--- src/rtl/regfile_wb_arbiter.sv ---
// Round-robin arbiter for the register file's single write port, with a
// one-cycle registered write stage and a 32-entry pending-write scoreboard.
module regfile_wb_arbiter #(
  parameter int unsigned NREQ = 3
) (
  input  logic              clk,
  input  logic              rst,
  input  logic [NREQ-1:0]   req_valid,
  output logic [NREQ-1:0]   req_ready,
  input  logic [5*NREQ-1:0] req_addr,
  input  logic [32*NREQ-1:0] req_data,
  input  logic              issue_valid,
  input  logic [4:0]        issue_addr,
  output logic              rf_we,
  output logic [4:0]        rf_waddr,
  output logic [31:0]       rf_wdata,
  output logic [31:0]       pending_mask
);

  localparam int unsigned LW = (NREQ > 1) ? $clog2(NREQ) : 1;

  logic [LW-1:0] last;
  logic [LW-1:0] cand;
  logic [LW-1:0] gnt_idx;
  logic          gnt_any;
  logic [4:0]    sel_addr;
  logic [31:0]   sel_data;
  logic          we_q;
  logic [31:0]   pending_next;

  // Scan last+1 .. last+NREQ (mod NREQ); the first valid requester wins.
  always_comb begin
    cand    = '0;
    gnt_idx = '0;
    gnt_any = 1'b0;
    for (int unsigned k = 1; k <= NREQ; k++) begin
      cand = LW'((32'(last) + k) % NREQ);
      if (!gnt_any && req_valid[cand]) begin
        gnt_any = 1'b1;
        gnt_idx = cand;
      end
    end
    if (!rst) begin
      gnt_any = 1'b0;
    end
  end

  always_comb begin
    req_ready = '0;
    sel_addr  = '0;
    sel_data  = '0;
    for (int unsigned i = 0; i < NREQ; i++) begin
      if (gnt_idx == LW'(i)) begin
        req_ready[i] = gnt_any;
        sel_addr     = req_addr[5*i +: 5];
        sel_data     = req_data[32*i +: 32];
      end
    end
  end

  always_ff @(posedge clk) begin
    if (!rst) begin
      last     <= LW'(NREQ - 1);
      we_q     <= 1'b0;
      rf_waddr <= '0;
      rf_wdata <= '0;
    end else if (gnt_any) begin
      last     <= gnt_idx;
      we_q     <= (sel_addr != '0);
      rf_waddr <= sel_addr;
      rf_wdata <= sel_data;
    end else begin
      we_q     <= 1'b0;
    end
  end

  // A staged write is dropped the moment reset asserts, before the
  // register file can capture it at the next edge.
  assign rf_we = we_q & rst;

  always_comb begin
    pending_next = pending_mask;
    if (rf_we) begin
      pending_next[rf_waddr] = 1'b0;
    end
    if (issue_valid && (issue_addr != '0)) begin
      pending_next[issue_addr] = 1'b1;
    end
    pending_next[0] = 1'b0;
  end

  always_ff @(posedge clk) begin
    if (!rst) begin
      pending_mask <= '0;
    end else begin
      pending_mask <= pending_next;
    end
  end

endmodule
--- config.mk ---
export PLATFORM = sky130hd
export DESIGN_NAME = regfile_wb_arbiter
export DESIGN_NICKNAME = d
export VERILOG_FILES = /design/src/rtl/regfile_wb_arbiter.sv
export SDC_FILE = /design/constraint.sdc
export NUM_CORES = 1
export LEC_CHECK = 0
export CORE_MARGIN = 1.5
export CORE_UTILIZATION = 39
export DETAILED_ROUTE_END_ITERATION = 10
export PLACE_DENSITY = 0.8
export SLEW_MARGIN = 15
export SYNTH_ARGS = -nofsm -noshare
export SYNTH_HDL_FRONTEND = slang
export SYNTH_SLANG_ARGS = --single-unit
--- constraint.sdc ---
create_clock -name clk -period 3 [get_ports clk]
set_input_delay 0.6 -clock clk [delete_from_list [all_inputs] [get_ports clk]]
set_output_delay 0.6 -clock clk [all_outputs]
set_load 0.01 [all_outputs]
### Word level (Yosys, flattened, before mapping)

Index checks and enable logic that the tools add are counted.

| operators by class | value |
|---|---|
| add/sub/neg operators | 3 |
| divide/modulo/power cells | 3 |
| magnitude comparators | 7 |
| equality and inequality tests | 2 |
| mux-type cells | 28 |
| bitwise operators | 4 |
| reductions and logical operators | 11 |

Operators with widths:

| kind | number |
|---|---|
| two-way mux 32 bit | 5 |
| modulo 32 x 2 -> 32 bit (second input constant) | 3 |
| AND 32 bit | 1 |
| inverter 32 bit | 1 |
| OR 32 bit | 1 |
| two-way mux 5 bit | 3 |
| less-than comparator 5 x 6 -> 1 bit (second input constant) | 2 |
| two-way mux 1 bit | 12 |
| demux 1 bit (select 5 bit) | 2 |
| >= comparator 5 x 1 -> 1 bit (second input constant) | 2 |
| nonzero test 5 bit | 2 |
| less-than comparator 2 x 3 -> 1 bit (second input constant) | 3 |
| adder 2 x 2 -> 3 bit (second input constant) | 2 |
| binary-select mux 1 bit (select 2 bit) | 3 |
| two-way mux 2 bit | 3 |
| logical AND 1 bit | 5 |
| adder 2 x 1 -> 3 bit (second input constant) | 1 |
| == test 2 x 1 -> 1 bit (second input constant) | 1 |
| == test 2 bit (second input constant) | 1 |
| logical NOT 1 bit | 2 |
| logical NOT 2 bit | 1 |
| AND reduction 2 bit | 1 |
| AND 1 bit | 1 |

| word-level totals | value |
|---|---|
| bits in registers | 72 |
| output and inout bits | 73 |
| word-level logic and storage cells | 64 |

### Longest topological paths before layout

| depth | value |
|---|---|
| depth in word-level cells | 16 |
| gate-level depth with buffers | 11 |

### Least setup slack after synthesis

Ideal clock, no wire load.

| timing path | value |
|---|---|
| path type | register -> output |
| start point | register last[0] |
| end point | output req_ready[0] |
| data arrival time | 1.981 ns |
| data required time | 2.400 ns |
| path slack | 0.419 ns |
| stages on the path, launching flop included | 9 |
| cell sequence | dfxtp_1 inv_1 ha_1 buf_6 a21bo_2 a21o_1 a221oi_4 clkbuf_8 and3_1 |

| between the ends | value |
|---|---|
| longest elaborated chain between the ends | 13 |
| elaborated cells between the ends (all ways) | 25 |

RTL lines:

| item | line | source |
|---|---|---|
| from (decl) | 22 | `logic [LW-1:0] last;` |
| from (signal assigned) | 63 | `last <= LW'(NREQ - 1);` |
| from (signal assigned) | 68 | `last <= gnt_idx;` |
| adder 2 x 1 -> 3 bit | 37 | `cand = LW'((32'(last) + k) % NREQ);` |
| modulo 32 x 2 -> 32 bit | 37 |  |
| binary-select mux 1 bit (select 2 bit) | 38 | `if (!gnt_any && req_valid[cand]) begin` |
| two-way mux 1 bit (implied by the code) | 38 |  |
| two-way mux 1 bit | 38 |  |
| logical NOT 1 bit | 38 |  |
| logical AND 1 bit | 38 |  |
| two-way mux 1 bit | 38 |  |
| logical NOT 1 bit | 38 |  |
| logical AND 1 bit | 38 |  |
| two-way mux 1 bit or two-way mux 2 bit (tied branches) | 38 |  |
| two-way mux 1 bit or logical NOT 2 bit (tied branches) | 43, 53 |  |
| two-way mux 1 bit (*) | 53 | `if (gnt_idx == LW'(i)) begin` |
| to (decl) | 9 | `output logic [NREQ-1:0] req_ready,` |

Mark *: on every way between the ends. The rest lies on a longest branch, timed or not. The select of a mux whose other input is x is not followed.

### Worst setup path in the final report

| timing path | value |
|---|---|
| start point | input req_valid[0] |
| end point | output req_ready[1] |

| between the ends | value |
|---|---|
| longest elaborated chain between the ends | 11 |
| elaborated cells between the ends (all ways) | 19 |

RTL lines:

| item | line | source |
|---|---|---|
| from (decl) | 8 | `input logic [NREQ-1:0] req_valid,` |
| binary-select mux 1 bit (select 2 bit) | 38 |  |
| two-way mux 1 bit (implied by the code) | 38 |  |
| two-way mux 1 bit | 38 |  |
| logical NOT 1 bit | 38 |  |
| logical AND 1 bit | 38 |  |
| two-way mux 1 bit | 38 |  |
| logical NOT 1 bit | 38 |  |
| logical AND 1 bit | 38 |  |
| two-way mux 2 bit or two-way mux 1 bit (tied branches) | 38 |  |
| == test 2 x 1 -> 1 bit or two-way mux 1 bit (tied branches) | 53, 43 |  |
| two-way mux 1 bit (*) | 53 |  |

Marked as above.

==> results.json <==
{
  "max_freq_mhz": 344,
  "n_fill_cell": 711,
  "syn_to_final_growth_pct": 61.5,
  "routedWlPerCell_microns": 16.9,
  "path_buf_inv": 2,
  "synth_area_sq_mm": 0.00354,
  "via_per_inst": 5.58,
  "cts_tree": "built",
  "multi_input_area_sq_mm": 0.00187,
  "cts_made_buffers": 9,
  "critPathCaptureType": "output port",
  "synthArstFlopShare": 0,
  "clock-root-buffer": "clkbuf_8",
  "critPathTopFamily": "buffers and inverters",
  "grt_usage": 0.244,
  "dieArea_sq_mm": 0.00965,
  "syn_inst": 410,
  "cp-start-kind": "input pin",
  "status": "finished, final reports clean",
  "fp-row-count": 34,
  "clk_pin_slew_ps": 70,
  "antennaDiodeCount": 0,
  "fin_cells": 717,
  "htreeDepth": 3,
  "drv_cap": 0,
  "yosys_most_used_dff": "dfxtp_1",
  "cp.arrival_ps": 2310,
  "grt-ovfl-total": 0,
  "cp_cell_sequence": "clkdlybuf4s50_1, a21bo_2, a21oi_2, or3_1, and2_4, nor2_1, dlygate4sd2_1",
  "post-route-min-period_ps": 2910,
  "synth_edf_count": 0,
  "rsz0062_at_grt": "no",
  "syn_nets": 535,
  "core_sq_mm": 0.00876,
  "tightest_slew_ps": 672,
  "dieWidth_microns": 98.2,
  "postRouteAntennaNets": 0,
  "dp.cells": 701,
  "vdd.ir_drop.worst_mv": 0.371,
  "vias": 4001,
  "gp_congestion": 0.859,
  "crit_slowest_cell": "clkdlybuf4s50_1",
  "maxSlewHeadroom": 0.552,
  "crit_required_ps": 2400,
  "drt_iter0_markers": 262,
  "antenna_found_initial": 0,
  "nets": 730,
  "dpl.hpwl_microns": 9240,
  "drc": 0,
  "syn_area_per_cell_sq_um": 8.62,
  "grt_pass1_wl_microns": 19000,
  "slowest_delay_ps": 460,
  "p_leak_nw": 2.12,
  "setup_viol": 0,
  "grt_pass1_vias": 3887,
  "hold_class": "register to register",
  "top_layer_used": "met4",
  "firstDrtPassIters": 5,
  "grt_max_degree": 38,
  "worstSetupPathType": "input pin to output port",
  "drive_gt1_frac": 0.102,
  "insertion_delay_ps": 340,
  "wl_met2_microns": 6180,
  "synth-seq-cells": 71,
  "slew_violations": 0,
  "power_per_cell_area_mw_per_mm2": 775,
  "clock_path_buffers": 2,
  "finClkSkew_ps": 7.41,
  "wirelength_microns": 12100,
  "setup_slack_ps": 91.0,
  "clkSinkCount": 71,
  "seqCellArea_sq_mm": 0.00142,
  "synthDistinctLibCells": 51,
  "numPortBuffers": 193,
  "crit_fanout": 4,
  "wl_met3_microns": 1090,
  "start_util": 0.403,
  "synth-warning-count": 0,
  "finalCritPeriodShare": 0.970,
  "seq_area_frac_synth": 0.402,
  "setup_tns_ps": 0,
  "post-place-ws_ps": -265,
  "wl_met1_microns": 4690,
  "ios": 195,
  "die_h_microns": 98.2,
  "timing_hold_violations_final": 0
}
[registers in the layout, summed over array words and instances, names as in the netlist]
name,cells
we_q,1
last,2
rf_waddr,5
rf_wdata,32
pending_mask,31
[routing by layer]
layer	track usage	up-vias
met5	0	-
met4	0.0726	0
met3	0.0644	18
met2	0.438	219
met1	0.284	1869
li1	-	1895
[cell families (layout without fill, tap and decap cells)]
group / count (synthesis) / in the layout / synth area share
compound gates: 149 / 149 / 0.278
fa+ha+maj: 3 / 3 / 0.0106
buf+inv: 35 / 234 / 0.0725
flops: 71 / 71 / 0.402
mux: 17 / 17 / 0.0510
other cells: 1 / 1 / 0.00106
simple gates: 134 / 134 / 0.184
[timing repair]
item                                    in CTS  in global routing
gates resized for setup                     11                  1
hold buffers                                 0                  0
endpoints found under the setup margin       3                  1
pin swaps                                    1                  0
setup buffers                                1                  0
hold endpoints to repair                     0                  0
[final timing paths]
| path | startpoint | depth (start not counted) | slack (ps) | endpoint |
|---|---|---|---|---|
| max | req_valid[0] | 7 | 90 | req_ready[1] |
| min | rf_wdata[29] | 2 | 450 | rf_wdata[29] |
| max reg2reg | last[0] | 8 | 480 | rf_wdata[30] |
| min reg2reg | rf_wdata[29] | 2 | 450 | rf_wdata[29] |
[tightest hold or removal path: stages, from the launching register on]
cell,delay [ps]
dfxtp_1,310
nand2_1,50
o21ai_1,50
[cell type report]
type,count,area share
repair buffers,213,0.365
clock buffers,11,0.0230
inverters,6,0.00394
flip-flops and latches,71,0.249
clock inverters,4,0.00832
well taps,108,0.0237
multi-input cells,304,0.327
[per-stage QoR]
stage	utilization	cell area [sq um]	hold WS, ps	power (mW)
floorplan	-	3540	470	2.79
global placement	0.630	5520	437	3.61
detailed placement	0.630	5520	440	3.68
CTS	0.652	5720	450	4.44
global route	0.652	5710	468	4.69
finish	0.652	5710	448	4.43
[power breakdown]
group / internal (mW) / total [mW] / switching, mW / leakage (nW)
clock network: 0.378 / 0.728 / 0.350 / 0.0892
logic: 1.16 / 2.37 / 1.21 / 1.45
registers: 1.16 / 1.33 / 0.168 / 0.582
total: 2.70 / 4.43 / 1.73 / 2.12
[synth_stat cells (all sizes together) (2+ instances only)]
cell type,count,area (sq um)
nor3,8,40.0
mux2,8,90.1
a222oi,24,240
nor3b,4,30.0
nand3b,5,37.5
nand3,4,20.0
and3b,2,17.5
a21boi,4,30.0
inv,6,22.5
ha,3,37.5
o31ai,3,22.5
nand2b,4,25.0
and2,4,31.3
nand2,79,304
mux2i,9,90.1
buf,13,121
and3,3,18.8
clkbuf,16,113
a21o,2,15.0
o21ai,65,325
or3,4,25.0
dfxtp,71,1420
nor2,10,40.0
and4,3,26.3
a21oi,39,206
or3b,2,17.5
[placed cells by master (no fill, tap or decap), types with 3 or more instances in the layout]
cell	Yosys	final
clkbuf_8	5	9
buf_4	5	19
or3_1	4	4
dfxtp_1	71	71
nor3_1	8	8
inv_1	6	5
nand2b_1	4	4
o21ai_0	36	36
nor3b_1	4	4
a222oi_1	24	24
nor2_1	9	9
nand3b_1	5	5
mux2i_1	9	9
and2_2	3	3
mux2_2	8	8
o31ai_1	3	3
and3_1	3	3
o21ai_1	29	29
a21oi_1	38	37
dlygate4sd2_1	0	4
clkdlybuf4s50_1	0	188
nand3_1	4	4
nand2_1	78	77
and4_1	3	3
Note: power is estimated with default switching activity, not from simulation.
